## config.mk

```make
export PLATFORM = sky130hd
export DESIGN_NAME = multiword_add_seq
export DESIGN_NICKNAME = d
export VERILOG_FILES = /design/src/rtl/multiword_add_seq_pkg.sv /design/src/rtl/nbit_adder.sv /design/src/rtl/multiword_add_seq.sv
export SDC_FILE = /design/constraint.sdc
export NUM_CORES = 1
export LEC_CHECK = 0
export BUFFER_PORTS_ARGS = -buffer_cell sky130_fd_sc_hd__buf_2
export CORE_MARGIN = 5
export CORE_UTILIZATION = 53
export CTS_CLUSTER_SIZE = 8
export DETAILED_ROUTE_END_ITERATION = 12
export HOLD_SLACK_MARGIN = 0.12
export PLACE_DENSITY = 0.77
export REMOVE_ABC_BUFFERS = 1
export SLEW_MARGIN = 20
export SYNTH_ARGS = -nofsm -noshare
export SYNTH_HDL_FRONTEND = slang
export SYNTH_SLANG_ARGS = --single-unit
export TNS_END_PERCENT = 100
```

## constraint.sdc

```tcl
create_clock -name clk -period 4.1 [get_ports clk]
set_clock_uncertainty 0.05 [all_clocks]
set_input_delay 0.205 -clock clk [delete_from_list [all_inputs] [get_ports clk]]
set_output_delay 0.205 -clock clk [all_outputs]
set_load 0.02 [all_outputs]
```

## src/rtl/multiword_add_seq_pkg.sv

```systemverilog
// Shared definitions for the multi-word sequential adder.
// Contents:
//   state_t   - controller states (IDLE, RUN, DONE)
//   DEFAULT_N - default slice width in bits
//   DEFAULT_K - default number of slices per operand
package multiword_add_seq_pkg;

    typedef enum logic [1:0] {
        IDLE = 2'd0,
        RUN  = 2'd1,
        DONE = 2'd2
    } state_t;

    localparam int DEFAULT_N = 4;
    localparam int DEFAULT_K = 4;

endpackage

```

## src/rtl/nbit_adder.sv

```systemverilog
// N-bit ripple-carry adder, the only arithmetic unit of the sequential adder.
// Ports:
//   a, b : N-bit addends
//   ci   : carry into bit 0
//   s    : N-bit sum
//   co   : carry out of bit N-1
module nbit_adder #(
    parameter int N = 4
) (
    input  logic [N-1:0] a,
    input  logic [N-1:0] b,
    input  logic         ci,
    output logic [N-1:0] s,
    output logic         co
);

    logic [N:0] c;

    assign c[0] = ci;

    // One full adder per bit, carry rippling from bit 0 upward.
    for (genvar i = 0; i < N; i++) begin : g_bit
        assign s[i]   = a[i] ^ b[i] ^ c[i];
        assign c[i+1] = (a[i] & b[i]) | (c[i] & (a[i] ^ b[i]));
    end

    assign co = c[N];

endmodule

```

## src/rtl/multiword_add_seq.sv

```systemverilog
// Sequential multi-word adder: adds two W = N*K bit operands one N-bit slice
// per clock using a single nbit_adder, carrying between slices in a register.
// Ports:
//   clk   : clock, all state changes on the rising edge
//   rst   : synchronous active-high reset
//   start : request a new addition (accepted in IDLE or DONE)
//   a, b  : W-bit operands, captured only in the accept cycle
//   cin   : carry into bit 0, captured only in the accept cycle
//   busy  : high during the K slice cycles
//   done  : one-cycle pulse, s/co/ovf hold the finished result
//   s     : registered sum (partial while busy, upper slices read 0)
//   co    : registered carry out of bit W-1
//   ovf   : registered two's complement overflow flag
module multiword_add_seq
    import multiword_add_seq_pkg::*;
#(
    parameter int N = DEFAULT_N,
    parameter int K = DEFAULT_K
) (
    input  logic           clk,
    input  logic           rst,
    input  logic           start,
    input  logic [N*K-1:0] a,
    input  logic [N*K-1:0] b,
    input  logic           cin,
    output logic           busy,
    output logic           done,
    output logic [N*K-1:0] s,
    output logic           co,
    output logic           ovf
);

    localparam int W  = N * K;
    localparam int IW = (K > 1) ? $clog2(K) : 1;

    state_t          state;
    state_t          state_next;
    logic [W-1:0]    a_r;
    logic [W-1:0]    b_r;
    logic            carry;
    logic [IW-1:0]   idx;
    logic            accept;
    logic            last_slice;
    logic [N-1:0]    slice_a;
    logic [N-1:0]    slice_b;
    logic [N-1:0]    slice_sum;
    logic            slice_co;

    assign slice_a    = a_r[idx*N +: N];
    assign slice_b    = b_r[idx*N +: N];
    assign last_slice = (idx == IW'(K - 1));

    nbit_adder #(
        .N (N)
    ) u_adder (
        .a  (slice_a),
        .b  (slice_b),
        .ci (carry),
        .s  (slice_sum),
        .co (slice_co)
    );

    always_ff @(posedge clk) begin
        if (rst) begin
            state <= IDLE;
        end else begin
            state <= state_next;
        end
    end

    // DONE behaves like IDLE for a new start, which gives back-to-back runs;
    // start seen while in RUN is simply not decoded.
    always_comb begin
        state_next = state;
        accept     = 1'b0;
        busy       = 1'b0;
        done       = 1'b0;
        case (state)
            IDLE: begin
                if (start) begin
                    accept     = 1'b1;
                    state_next = RUN;
                end
            end
            RUN: begin
                busy = 1'b1;
                if (last_slice) begin
                    state_next = DONE;
                end
            end
            DONE: begin
                done = 1'b1;
                if (start) begin
                    accept     = 1'b1;
                    state_next = RUN;
                end else begin
                    state_next = IDLE;
                end
            end
            default: begin
                state_next = IDLE;
            end
        endcase
    end

    // Operands are held in a_r/b_r so later input changes cannot disturb a run.
    // On the last slice the new top bit of s is slice_sum[N-1], so the overflow
    // flag is formed from it directly rather than from the not-yet-updated s.
    always_ff @(posedge clk) begin
        if (rst) begin
            a_r   <= '0;
            b_r   <= '0;
            carry <= 1'b0;
            idx   <= '0;
            s     <= '0;
            co    <= 1'b0;
            ovf   <= 1'b0;
        end else if (accept) begin
            a_r   <= a;
            b_r   <= b;
            carry <= cin;
            idx   <= '0;
            s     <= '0;
            co    <= 1'b0;
            ovf   <= 1'b0;
        end else if (state == RUN) begin
            s[idx*N +: N] <= slice_sum;
            carry         <= slice_co;
            idx           <= idx + IW'(1);
            if (last_slice) begin
                co  <= slice_co;
                ovf <= (a_r[W-1] == b_r[W-1]) && (slice_sum[N-1] != a_r[W-1]);
            end
        end
    end

endmodule

```

Word level (Yosys, flattened, before mapping) --
Cells that the tools add are included.
Operators by class: shifts and indexed selects 4, bitwise gates (word level) 20, equality and inequality tests 7, add/sub/neg operators 2, mux-type cells 11, reductions and logical operators 7
Operators with widths (number):
- $neg A4 Y34 | 1
- $shift A4 B34 Y16 const A | 1
- $shiftx A4 B34 Y16 | 1
- $shiftx A16 B5 Y4 | 2
- $bwmux W16 | 1
- $and A1 B1 Y1 | 8
- $xor A1 B1 Y1 | 8
- $mux W1 | 7
- $pmux W2 S3 | 1
- $eq A2 B2 Y1 const B | 2
- $mux W2 | 2
- $ne A2 B2 Y1 const B | 2
- $or A1 B1 Y1 | 4
- $reduce_and A2 Y1 | 2
- $reduce_or A2 Y1 | 2
- $add A2 B1 Y2 const B | 1
- $eq A2 B1 Y1 const B | 1
- $logic_not A2 Y1 | 1
- $reduce_bool A2 Y1 | 1
- $eq A1 B1 Y1 | 1
- $logic_and A1 B1 Y1 | 1
- $ne A1 B1 Y1 | 1
Storage, ports and cells: output and inout bits 20, bits of input ports 36, register bits after elaboration 55, logic and storage cells 59

Longest topological paths before layout --
word-level depth 12, depth in mapped cells 9, gate-level depth less buffers 8

Hierarchy --
Synthesis repeated with hierarchy kept, for this count alone.
Second synthesis, totals: cells, all modules 249, area, all modules 2438.6 sq um
Modules (own cells, without submodules):
- multiword_add_seq | area an instance 2321.0 sq um, seq. area each 1101.1 sq um, cells an instance 235, times used 1
- nbit_adder | area an instance 117.6 sq um, seq. area each 0.0 sq um, cells an instance 14, times used 1

Least setup slack after synthesis --
Ideal clock, no wire load.
path kind register -> register, from reg idx[0], to reg ovf, path slack 526 ps, clock period less this slack 3574 ps, setup time 122 ps, buffers on the path 1, stages on the path, launching flop included 10, data required time 3928 ps, arrival 3402 ps, cell sequence dfxtp_1 -> buf_6 -> mux4_2 -> fa_1 -> fa_1 -> fa_1 -> fa_1 -> and3b_1 -> a211oi_1 -> nor3_1
Between the ends: cells in the longest elaborated chain, start to end 11, elaborated cells between the ends (all ways) 20, classes of those cells eq/ne (2); shift (2); bitwise (14); reduce/logical (2)
Ends and longest elaborated chain:
- from (decl) | line multiword_add_seq.sv:41 | logic [IW-1:0] idx;
- from (signal assigned) | line multiword_add_seq.sv:129 | idx <= idx + IW'(1);
- $shiftx A16 B5 Y4 (on tied branches) | line multiword_add_seq.sv:49, multiword_add_seq.sv:50
- $xor A1 B1 Y1 | line nbit_adder.sv:24 | assign c[i+1] = (a[i] & b[i]) | (c[i] & (a[i] ^ b[i]));
- $and A1 B1 Y1 | line nbit_adder.sv:24
- $or A1 B1 Y1 | line nbit_adder.sv:24
- $and A1 B1 Y1 | line nbit_adder.sv:24
- $or A1 B1 Y1 | line nbit_adder.sv:24
- $and A1 B1 Y1 | line nbit_adder.sv:24
- $or A1 B1 Y1 | line nbit_adder.sv:24
- $xor A1 B1 Y1 | line nbit_adder.sv:23 | assign s[i] = a[i] ^ b[i] ^ c[i];
- $ne A1 B1 Y1 | line multiword_add_seq.sv:132 | ovf <= (a_r[W-1] == b_r[W-1]) && (slice_sum[N-1] != a_r[W-1]);
- $logic_and A1 B1 Y1 | line multiword_add_seq.sv:132
- to (signal assigned) | line multiword_add_seq.sv:132
- to (decl) | line multiword_add_seq.sv:30 | output logic ovf
Several ways; a longest one is shown, not always the timed one. A chain may end at the register's enable or synchronous reset.

Worst setup path after layout --
Same ends and word-level chain as after synthesis.

==> run summary <==
Measured along the x axis, the die boundary spans 78.0 microns. The pre-CTS setup slack is 0.642 ns. Dividing total power by cell area gives a power density of 328 mW/mm^2. After detailed routing, the number of vias per cell comes to 5.46. The overall overflow remaining after global route is 0. For the pin with the worst max-slew slack, the measured transition is 0.760 ns. The total setup violations reported at the end of the flow came out at 0.

The number of global-route vias before repair is 2147. The area growth from synthesis to layout is 26.1%. The endpoint arrival time on the critical path is 3.56 ns. The net switching fraction of the power came out at 0.258. Of the total power, combinational logic draws 0.168. The post-synthesis average cell area is 9.79 sq um.

Counting instances in the post-synthesis netlist gives the leading cell types as sky130_fd_sc_hd__nand2_1, sky130_fd_sc_hd__dfxtp_1, sky130_fd_sc_hd__a21oi_1. In the synthesized netlist the async set-or-reset flop fraction comes to 0. The maximum clock path buffer count is 2. For this design the total switching power over the nets is 0.261 mW. The Yosys warning count is 0. Setup repair after global routing left no endpoint under its margin. Of the total power, registers draw 0.564. The share of cells above drive strength 1 came out at 0.252. The maximum fanout encountered on the critical timing path is 6. The root buffer cell chosen for the clock tree is sky130_fd_sc_hd__clkbuf_8. The number of input and output port buffers inserted is 55.

For this run, the top clock speed supported by timing is 291 MHz. The number of enable-type register cells in the synthesized netlist is 0. 56 I/O pins were placed.

The die covers 0.00608 sq mm. The area inside the core boundary is 0.00441 sq mm. The number of optimization iterations in the first detailed-route pass is 4. The number of different library cells in the post-synthesis netlist came out at 31. The final hold violation count is 0. The top cell type's share of synthesized area came out at 0.450.

Yosys instantiated no cell more often than sky130_fd_sc_hd__nand2_1. The estimated wirelength of the detail-placed design came out at 3.86 mm. The antenna diode count is 0.

The initial antenna violation count came to 0. The kind of cell with the highest combined delay along the critical path is adder cells. The combined area of all synthesized cells is 0.00245 sq mm. The all-layer global routing usage came out at 0.188. Setup slack on the critical path of the routed design comes to 0.658 ns. Routability-driven placement finished with a final weighted congestion of 0.788. The number of buffers added by the clock tree synthesis step is 5. The leakage power came out at 1.31 nW. The part of the power in the clock network is 0.267. The post-cts hold buffer count came out at 32. The global-route wire length before repair is 9.54 mm.

The cell with the largest stage delay on the worst path is sky130_fd_sc_hd__fa_1. The total vias in the final route is 2087. Among the stages of the critical path, the cell type that occurs most often is sky130_fd_sc_hd__fa_1. The initial detailed-routing violation count is 76.

The class of the most critical hold timing path is in -> reg. The die is 78.0 microns tall. After the last flow step, the layout net total stands at 377. The critical path contains buffers and inverters numbering 0 combined. The setup path with the least slack is of type reg -> reg. In the finished design, the share of the clock period the worst path needs comes to 0.839. The clock period minus worst slack is 3.44 ns.

Traced cell by cell, the critical path runs through mux4_2, fa_1, fa_1, fa_1, fa_1, and3b_1, a211oi_1, nor3_1. The tool flagged a number of max-cap violations equal to 0. STA puts the critical path data required time at 4.22 ns.

The clock sink count is 55. The stage delay of the slowest cell on the critical path is 0.61 ns. The most used flip-flop cell after synthesis is sky130_fd_sc_hd__dfxtp_1. The count of nets left with antenna violations once routing finished came out at 0. Adding up every negative setup slack in the final design gives 0 ns. The wire length after detailed routing is 5.65 mm. After clock tree synthesis, the clock-pin slew on the worst setup and hold paths is 0.08 ns.

The deepest level of the CTS H-tree is 2. The setup fix buffers added after clock tree synthesis is 0. The initial utilization of the core area, before any placement, comes to 0.555. The clock latency reported for the late side of the worst-skew pair is 0.30 ns. Synthesis inferred 55 register bits. The wire length per cell is 14.8 microns. The post-CTS resize count is 0. The synthesized design spends more area on one cell type than any other, namely sky130_fd_sc_hd__dfxtp_1. The fraction of the yosys area taken by sequential cells is 0.450. STA classifies the critical path endpoint as a flop. The run finished with clean final reports. The gate count of the mapped netlist came out at 250. Entering global routing, the biggest net connects 41 pins. By area the synthesized netlist is led by sky130_fd_sc_hd__dfxtp_1, sky130_fd_sc_hd__nand2_1, sky130_fd_sc_hd__mux4_2, sky130_fd_sc_hd__a21oi_1, sky130_fd_sc_hd__fa_1.

TritonCTS built the clock tree. The floorplan row count is 24. STA classifies the critical path startpoint as a flop. Measured against its own limit, the worst slew margin works out to 0.493. The number of pins exceeding their max-slew limit in the final report came out at 0.

The number of remaining DRC errors is 0. The peak supply drop is 0.204 mV. The internal power of the cells totals 0.752 mW.
## final timing paths
kind	startpoint	to	slack, ns	cells after the start
setup / recovery	idx[0]$_SDFFE_PP0P_	ovf$_SDFFE_PP0P_	0.66	8
hold / removal	cin	carry$_SDFFE_PP0P_	0.22	3
setup reg to reg	idx[0]$_SDFFE_PP0P_	ovf$_SDFFE_PP0P_	0.66	8
hold reg to reg	b_r[14]$_SDFFE_PP0P_	b_r[14]$_SDFFE_PP0P_	0.40	2
## cells by family (layout without fill, tap and decap cells)
group                    count (synthesis)  in the layout  synth area share
AO/OA/AOI/OAI                           53             53             0.143
flip-flops                              55             55             0.450
XOR/XNOR                                 1              1           0.00358
multiplexers                            10             10            0.0818
AND/OR/NAND/NOR                        101            101             0.201
adder cells (fa/ha/maj)                 10             10            0.0634
buffers and inverters                   20            100            0.0572
## layer usage
layer	track usage	share of wire
met3	0.0463	0.048
met1	0.223	0.43
met4	0.0405	0.0094
met2	0.343	0.51
met5	0	0
## worst register-to-register path, cell delays in order, from the launching register on
cell                       delay, ns
sky130_fd_sc_hd__dfxtp_1        0.44
sky130_fd_sc_hd__mux4_2         0.55
sky130_fd_sc_hd__fa_1           0.41
sky130_fd_sc_hd__fa_1           0.39
sky130_fd_sc_hd__fa_1           0.39
sky130_fd_sc_hd__fa_1           0.61
sky130_fd_sc_hd__and3b_1        0.20
sky130_fd_sc_hd__a211oi_1       0.21
sky130_fd_sc_hd__nor3_1         0.07
## metrics by stage
step	hold slack, ns	total power, mW	instance area (sq um)	util	std cells
after floorplan	0.220	0.671	2320	-	232
after global placement	0.391	0.727	2690	0.610	344
after detailed placement	0.397	0.730	2690	0.610	344
after CTS	0.215	1.02	3090	0.699	382
after global routing	0.217	1.05	3090	0.699	382
final	0.220	1.01	3090	0.699	382
## final cells by class
| cell class | instances | area, sq um |
|---|---|---|
| timing repair buffer | 92 | 633 |
| fill | 349 | 1330 |
| sequential | 55 | 1100 |
| clock buffer | 6 | 72.6 |
| inverter | 2 | 7.51 |
| multi-input combinational | 175 | 1210 |
| tap | 52 | 65.1 |
## power groups by stage
stage	clock network (mW)	registers (mW)	logic [mW]
2_1_floorplan	0	0.585	0.0858
3_3_place_gp	0	0.584	0.143
3_5_place_dp	0	0.584	0.145
4_1_cts	0.277	0.572	0.169
5_1_grt	0.294	0.575	0.186
6_report	0.271	0.572	0.170
## cells in the final DEF, fill, tap and decap left out, types with 5 or more instances in the layout
cell | netlist | routed
sky130_fd_sc_hd__mux4_2 | 8 | 8
sky130_fd_sc_hd__dfxtp_1 | 55 | 55
sky130_fd_sc_hd__clkbuf_8 | 0 | 5
sky130_fd_sc_hd__dlygate4sd3_1 | 0 | 32
sky130_fd_sc_hd__ha_1 | 6 | 6
sky130_fd_sc_hd__nor2_1 | 13 | 13
sky130_fd_sc_hd__buf_2 | 4 | 55
sky130_fd_sc_hd__a32oi_1 | 8 | 8
sky130_fd_sc_hd__nand2b_1 | 5 | 5
sky130_fd_sc_hd__a21oi_1 | 35 | 35
sky130_fd_sc_hd__nand2_1 | 65 | 65
sky130_fd_sc_hd__buf_4 | 10 | 5
## sequential cells by signal, summed over array words and instances, names as in the netlist
signal	cells
a_r	16
b_r	16
s	16
idx	2
state	2
carry	1
co	1
ovf	1
No activity file was read; power rests on OpenSTA's default activity.
